===== config.mk =====
export PLATFORM = sky130hd
export DESIGN_NAME = tjmono_rx_seq
export DESIGN_NICKNAME = d
export VERILOG_FILES = /design/src/rtl/tjmono_rx_seq.sv
export SDC_FILE = /design/constraint.sdc
export NUM_CORES = 1
export LEC_CHECK = 0
export BUFFER_PORTS_ARGS = -buffer_cell sky130_fd_sc_hd__buf_4
export CAP_MARGIN = 20
export CORE_UTILIZATION = 30
export DETAILED_ROUTE_END_ITERATION = 6
export SLEW_MARGIN = 20
export SYNTH_ARGS = -nofsm -noshare
export SYNTH_HDL_FRONTEND = slang
export SYNTH_SLANG_ARGS = --single-unit

===== constraint.sdc =====
create_clock -name RX_CLK -period 16.44 [get_ports RX_CLK]
set_clock_uncertainty 0.1 [all_clocks]
set_input_delay 0.822 -clock RX_CLK [delete_from_list [all_inputs] [get_ports RX_CLK]]
set_output_delay 0.822 -clock RX_CLK [all_outputs]
set_load 0.02 [all_outputs]

===== src/rtl/tjmono_rx_seq.sv =====
// Token-driven readout sequencer for TJ-Monopix-style matrices: freeze/read
// handshake, multi-hit frames, token-edge timestamp, serial deserializer with
// optional Gray decode, and a first-word fall-through output FIFO.
module tjmono_rx_seq #(
    parameter int unsigned DATA_WIDTH = 27,
    parameter int unsigned ROW_BITS   = 9,
    parameter int unsigned GRAY_BITS  = 6,
    parameter int unsigned TS_WIDTH   = 52,
    parameter int unsigned CW         = 8,
    parameter int unsigned RD_LAT     = 4,
    parameter int unsigned FIFO_ASIZE = 3
) (
    input  logic                               RX_CLK,
    input  logic                               RST_N,
    input  logic                               CONF_EN,
    input  logic                               CONF_GRAY_DEC,
    input  logic [CW-1:0]                      CONF_START_FREEZE,
    input  logic [CW-1:0]                      CONF_START_READ,
    input  logic [CW-1:0]                      CONF_STOP_READ,
    input  logic [CW-1:0]                      CONF_STOP,
    input  logic [7:0]                         CONF_MAX_HITS,
    input  logic [TS_WIDTH-1:0]                TIMESTAMP,
    input  logic                               RX_TOKEN,
    input  logic                               RX_DATA,
    output logic                               RX_FREEZE,
    output logic                               RX_READ,
    output logic                               READY,
    output logic [8+TS_WIDTH+DATA_WIDTH-1:0]   DATA_OUT,
    output logic                               DATA_VALID,
    input  logic                               DATA_READY,
    output logic [7:0]                         LOST_CNT
);
    localparam int unsigned OW    = 8 + TS_WIDTH + DATA_WIDTH;
    localparam int unsigned BCW   = $clog2(DATA_WIDTH);
    localparam int unsigned DEPTH = 2 ** FIFO_ASIZE;

    typedef enum logic [1:0] {ST_IDLE, ST_FRAME, ST_RELEASE} state_t;

    state_t                state_q, state_d;
    logic [2:0]            tok_q;
    logic                  token_s, token_rise;
    logic [CW-1:0]         cnt_q, cnt_d;
    logic [7:0]            hit_idx_q, hit_idx_d;
    logic                  freeze_q, freeze_d;
    logic                  read_q, read_d;
    logic [TS_WIDTH-1:0]   ts_lat_q, ts_lat_d;
    logic [TS_WIDTH-1:0]   frame_ts_q, frame_ts_d;
    logic                  limit_hit, next_hit;
    logic [CW-1:0]         sample_at;

    logic [DATA_WIDTH-1:0] sr_q, word_dec;
    logic [BCW-1:0]        bcnt_q;
    logic                  busy_q, push_q, sample_start;

    logic [OW-1:0]         mem_q [DEPTH];
    logic [FIFO_ASIZE:0]   wptr_q, rptr_q;
    logic [7:0]            lost_q;
    logic                  fifo_empty, fifo_full, do_pop, do_push;

    assign token_s    = tok_q[1];
    assign token_rise = tok_q[1] & ~tok_q[2];
    assign sample_at  = CONF_STOP_READ + CW'(RD_LAT);
    assign limit_hit  = (CONF_MAX_HITS != 8'd0) && ((hit_idx_q + 8'd1) == CONF_MAX_HITS);
    assign next_hit   = token_s && CONF_EN && !limit_hit;

    // State register plus all sequencer registers and the token synchroniser
    always_ff @(posedge RX_CLK or negedge RST_N) begin
        if (!RST_N) begin
            state_q    <= ST_IDLE;
            tok_q      <= '0;
            cnt_q      <= '0;
            hit_idx_q  <= '0;
            freeze_q   <= 1'b0;
            read_q     <= 1'b0;
            ts_lat_q   <= '0;
            frame_ts_q <= '0;
        end else begin
            state_q    <= state_d;
            tok_q      <= {tok_q[1:0], RX_TOKEN};
            cnt_q      <= cnt_d;
            hit_idx_q  <= hit_idx_d;
            freeze_q   <= freeze_d;
            read_q     <= read_d;
            ts_lat_q   <= ts_lat_d;
            frame_ts_q <= frame_ts_d;
        end
    end

    // Next-state logic
    always_comb begin
        state_d = state_q;
        unique case (state_q)
            ST_IDLE:    if (token_s && CONF_EN) state_d = ST_FRAME;
            ST_FRAME:   if (cnt_q == CONF_STOP && !next_hit) state_d = ST_RELEASE;
            ST_RELEASE: state_d = ST_IDLE;
            default:    state_d = ST_IDLE;
        endcase
    end

    // Frame counter, hit index, freeze/read controls and timestamp latching
    always_comb begin
        cnt_d      = '0;
        hit_idx_d  = hit_idx_q;
        freeze_d   = freeze_q;
        read_d     = 1'b0;
        // RELEASE also latches so a frame restarted by a still-high token gets a fresh stamp
        ts_lat_d   = (token_rise || state_q == ST_RELEASE) ? TIMESTAMP : ts_lat_q;
        frame_ts_d = frame_ts_q;
        unique case (state_q)
            ST_IDLE: begin
                if (token_s && CONF_EN) begin
                    hit_idx_d  = '0;
                    frame_ts_d = ts_lat_d;
                end
            end
            ST_FRAME: begin
                read_d = (cnt_q >= CONF_START_READ) && (cnt_q < CONF_STOP_READ);
                if (cnt_q == CONF_START_FREEZE) freeze_d = 1'b1;
                if (cnt_q == CONF_STOP) begin
                    if (next_hit) begin
                        hit_idx_d = hit_idx_q + 8'd1;
                        cnt_d     = CONF_START_READ;
                    end
                end else if (cnt_q != '1) begin
                    cnt_d = cnt_q + CW'(1);
                end else begin
                    cnt_d = cnt_q;
                end
            end
            ST_RELEASE: freeze_d = 1'b0;
            default: ;
        endcase
    end

    assign sample_start = (state_q == ST_FRAME) && (cnt_q == sample_at) && !busy_q;

    // Serial deserializer: MSB first, push pulse the cycle after the last bit
    always_ff @(posedge RX_CLK or negedge RST_N) begin
        if (!RST_N) begin
            sr_q   <= '0;
            bcnt_q <= '0;
            busy_q <= 1'b0;
            push_q <= 1'b0;
        end else begin
            push_q <= 1'b0;
            if (sample_start || busy_q) sr_q <= {sr_q[DATA_WIDTH-2:0], RX_DATA};
            if (sample_start) begin
                busy_q <= 1'b1;
                bcnt_q <= BCW'(1);
            end else if (busy_q) begin
                if (bcnt_q == BCW'(DATA_WIDTH - 1)) begin
                    busy_q <= 1'b0;
                    bcnt_q <= '0;
                    push_q <= 1'b1;
                end else begin
                    bcnt_q <= bcnt_q + BCW'(1);
                end
            end
        end
    end

    // Gray-to-binary on the LE and TE fields as a running XOR from each field MSB down
    always_comb begin
        logic acc;
        word_dec = sr_q;
        acc      = 1'b0;
        if (CONF_GRAY_DEC) begin
            for (int unsigned f = 0; f < 2; f++) begin
                acc = 1'b0;
                for (int unsigned i = 0; i < GRAY_BITS; i++) begin
                    acc = acc ^ sr_q[ROW_BITS + f*GRAY_BITS + GRAY_BITS - 1 - i];
                    word_dec[ROW_BITS + f*GRAY_BITS + GRAY_BITS - 1 - i] = acc;
                end
            end
        end
    end

    assign fifo_empty = (wptr_q == rptr_q);
    assign fifo_full  = (wptr_q[FIFO_ASIZE] != rptr_q[FIFO_ASIZE]) &&
                        (wptr_q[FIFO_ASIZE-1:0] == rptr_q[FIFO_ASIZE-1:0]);
    assign do_pop     = !fifo_empty && DATA_READY;
    assign do_push    = push_q && (!fifo_full || do_pop);

    // FIFO storage, no reset needed since reads are gated by the empty flag
    always_ff @(posedge RX_CLK) begin
        if (do_push) mem_q[wptr_q[FIFO_ASIZE-1:0]] <= {hit_idx_q, frame_ts_q, word_dec};
    end

    // FIFO pointers and saturating loss counter
    always_ff @(posedge RX_CLK or negedge RST_N) begin
        if (!RST_N) begin
            wptr_q <= '0;
            rptr_q <= '0;
            lost_q <= '0;
        end else begin
            if (do_push) wptr_q <= wptr_q + 1'b1;
            if (do_pop)  rptr_q <= rptr_q + 1'b1;
            if (push_q && !do_push && lost_q != 8'hFF) lost_q <= lost_q + 8'd1;
        end
    end

    assign RX_FREEZE  = freeze_q;
    assign RX_READ    = read_q;
    assign READY      = RST_N & ~freeze_q & CONF_EN;
    assign DATA_VALID = !fifo_empty;
    assign DATA_OUT   = fifo_empty ? '0 : mem_q[rptr_q[FIFO_ASIZE-1:0]];
    assign LOST_CNT   = lost_q;

endmodule


==> metrics.md <==
| Metric | Value |
|---|---|
| Slew Limit Fails | `0` |
| Drt total wl | `roughly 80000 um` |
| Most common cell on crit path | `buf_4` |
| Yosys cell types | `51` |
| Root Driver | `clkbuf_16` |
| Via Count | `about 17000` |
| Setup repair bufs after CTS | `0` |
| Max Cap Viol | `0` |
| Num CTS Buffers | `93` |
| Setup ws final | `between 10 and 15 ns` |
| Gr usage total | `0.1366` |
| Vias in the first global route | `around 19000` |
| Pwr/cell area | `167.9 nW/um^2` |
| TritonCTS clock tree | `built` |
| Synth Cell Area | `between 30000 and 40000 um^2` |
| Status | `finished, final reports clean` |
| Clk_lat worst skew | `~0.66 ns` |
| Leak Pwr | `roughly 15 nW` |
| Crit-path cells | `buf_4, buf_6, mux4_2, mux2i_1, nor2_1, buf_4` |
| FP Rows | `124` |
| CP startpoint kind | `flip-flop` |
| Antenna violations before repair | `2` |
| Layout cells sized above 1 | `0.2868` |
| CP max stage cell | `dfrtp_4` |
| Area leader, netlist | `edfxtp_1` |
| Mapped Nets | `2005` |
| Pre-antenna DRT Iters | `7` |
| Clock sink count | `roughly 870` |
| Syn-to-layout area delta | `18.71%` |
| DRT iter0 DRCs | `between 1000 and 1500` |
| Dpl ws | `approximately 11 ns` |
| Worst VDD drop | `0.00008619 V` |
| Total Neg Setup Slack | `0 ns` |
| Finish-stage setup viols | `0` |
| Seq/Total Area, Yosys | `0.7331` |
| Hold Vio Cnt, Final | `0` |
| Die width | `between 300 and 400 um` |
| Slew at the pin closest to its max-slew limit | `1.072 ns` |
| Port Buf Inserts | `about 200` |
| H-tree Lvls | `3` |
| CP endpoint kind | `output port` |
| Core Region | `approximately 110000 um^2` |
| Post-DP HPWL | `roughly 44000 um` |
| Worst EP arrival | `4.37 ns` |
| Synthesis Warnings | `0` |
| Reg clk slew, reported paths | `~0.06 ns` |
| Cell area after layout | `approximately 41000 um^2` |
| CP required | `15.52 ns` |
| Via/cell ratio | `4.720` |
| Final min period | `5.291 ns` |
| Clock Path Buffers | `3` |
| CP peak stage delay | `between 0.9 and 1 ns` |
| Tcrit/Tclk final | `0.3218` |
| Hold WS | `~0.054 ns` |
| Post-CTS resize count | `0` |
| Nets | `approximately 2200` |
| I/O pin cnt | `roughly 200` |
| Most numerous cell in the Yosys netlist | `edfxtp_1` |
| EDFF count, synth | `a little under 700` |
| CP max FO | `52` |
| DRC | `0` |
| Seq cells post-synth | `between 800 and 900` |
| RSZ-0062 raised after global routing | `false` |
| Total grt overflow | `0` |
| Overall power | `6.885 mW` |
| Largest net degree at the start of global routing | `75` |
| Wire per inst | `approximately 21 um` |
| Achievable clock frequency | `0.1890 GHz` |
| Synth top area share | `0.6049` |
| First-pass GRT wire length | `119000 um` |
| Worst setup path class | `reg -> out` |
| Die area | `116500 um^2` |
| Die Span Y | `between 300 and 400 um` |
| Synth Flop Type | `edfxtp_1` |
| Relative slew slack | `0.2851` |
| Routed Antenna Nets | `0` |
| Area after DPL | `37860 um^2` |
| Synth cell count leaders | `696 x edfxtp_1, 193 x nand2_1, 177 x dfrtp_1, 174 x mux4_2, 113 x nor2_1` |
| Post-synthesis area per instance | `18.36 um^2` |
| Hold-fix buffers, CTS | `0` |
| Starting Density | `0.3026` |
| RD Place Congestion | `about 0.73` |
| Post-Syn Instances | `between 1500 and 2000` |
| Min-Delay Path Class | `in -> async` |
| FFs w/ async S/R, synth | `0.2027` |
| Synth top area cells | `edfxtp_1 60%, dfrtp_1 13%, mux4_2 11%` |
-- per-stage QoR --
stage / utilization / cells
6_report: 0.3592 / 3700
3_5_place_dp: 0.3315 / 3523
3_3_place_gp: 0.3315 / 3523
4_1_cts: 0.3591 / 3698
5_1_grt: 0.3592 / 3698
2_1_floorplan: - / 1882
-- power breakdown --
| part | leakage (nW) | switching, mW | total, mW | internal (mW) |
|---|---|---|---|---|
| logic | 4.65 | 0.971 | 1.81 | 0.838 |
| clock network | 1.53 | 0.874 | 2.12 | 1.24 |
| registers | 8.59 | 0.284 | 2.96 | 2.67 |
| total | 14.8 | 2.13 | 6.88 | 4.76 |
-- routing by layer --
layer / global-route usage / part of all wire
met1: 0.1794 / 0.44
met2: 0.2343 / 0.50
met3: 0.02033 / 0.039
met4: 0.03877 / 0.021
met5: 0 / 0
-- cell type report --
class	instances	area (um^2)
fillers	10680	73170
flip-flops and latches	873	25340
multi-input cells	887	8817
clock buffers	127	2585
well taps	1512	1892
repair buffers	228	1723
clock inverters	48	568.0
inverters	23	86.33
diodes	2	5.005
-- cells by family after synthesis --
| kind of cell | share of synthesized area |
|---|---|
| fa+ha+maj | 0.008691 |
| buf+inv | 0.01438 |
| mux | 0.1659 |
| compound gates | 0.01191 |
| flops | 0.7331 |
| xor+xnor | 0.01825 |
| simple gates | 0.04780 |
-- worst max-delay path: cells and delay by family, from the launching register on --
kind / cells / cell delay [ns]
muxes: 2 / 0.80
buffers and inverters: 3 / 1.71
DFF: 1 / 0.98
and+or+nand+nor: 1 / 0.13
-- state kept, by name, indices dropped and copies added, names as in the netlist --
signal / cells
mem_q: 696
frame_ts_q: 52
ts_lat_q: 52
sr_q: 27
LOST_CNT: 8
cnt_q: 8
hit_idx_q: 8
bcnt_q: 5
rptr_q: 4
wptr_q: 4
tok_q: 3
state_q: 2
RX_FREEZE: 1
RX_READ: 1
busy_q: 1
push_q: 1
-- path summary, 6_finish.rpt --
check                               start            to  slack [ns]  cells after the start
worst max register to register  rptr_q[0]  mem_q[7][39]       12.58                      7
min in group RX_CLK              RX_TOKEN      tok_q[0]        0.17                      1
worst min-delay path                RST_N  ts_lat_q[32]        0.05                      1
worst max-delay path            rptr_q[0]   DATA_OUT[3]       11.15                      6
worst min register to register   tok_q[0]      tok_q[1]        0.26                      0
max in group asynchronous           RST_N     rptr_q[1]       14.58                      2
-- placed cells by master (no fill, tap or decap), types with 11 or more instances in the layout --
cell type	count
nand3_1	19
xor2_1	31
edfxtp_1	696
inv_1	23
nor2_1	106
nor3_1	11
mux2i_1	90
ha_1	24
nand2_1	193
a21oi_1	15
clkinv_2	13
mux2_1	25
mux2_2	56
clkbuf_1	21
clkbuf_16	93
clkinv_1	11
mux4_2	174
buf_4	226
clkbuf_8	13
xnor2_1	41
dfrtp_1	174
Note: power is estimated with default switching activity, not from simulation.
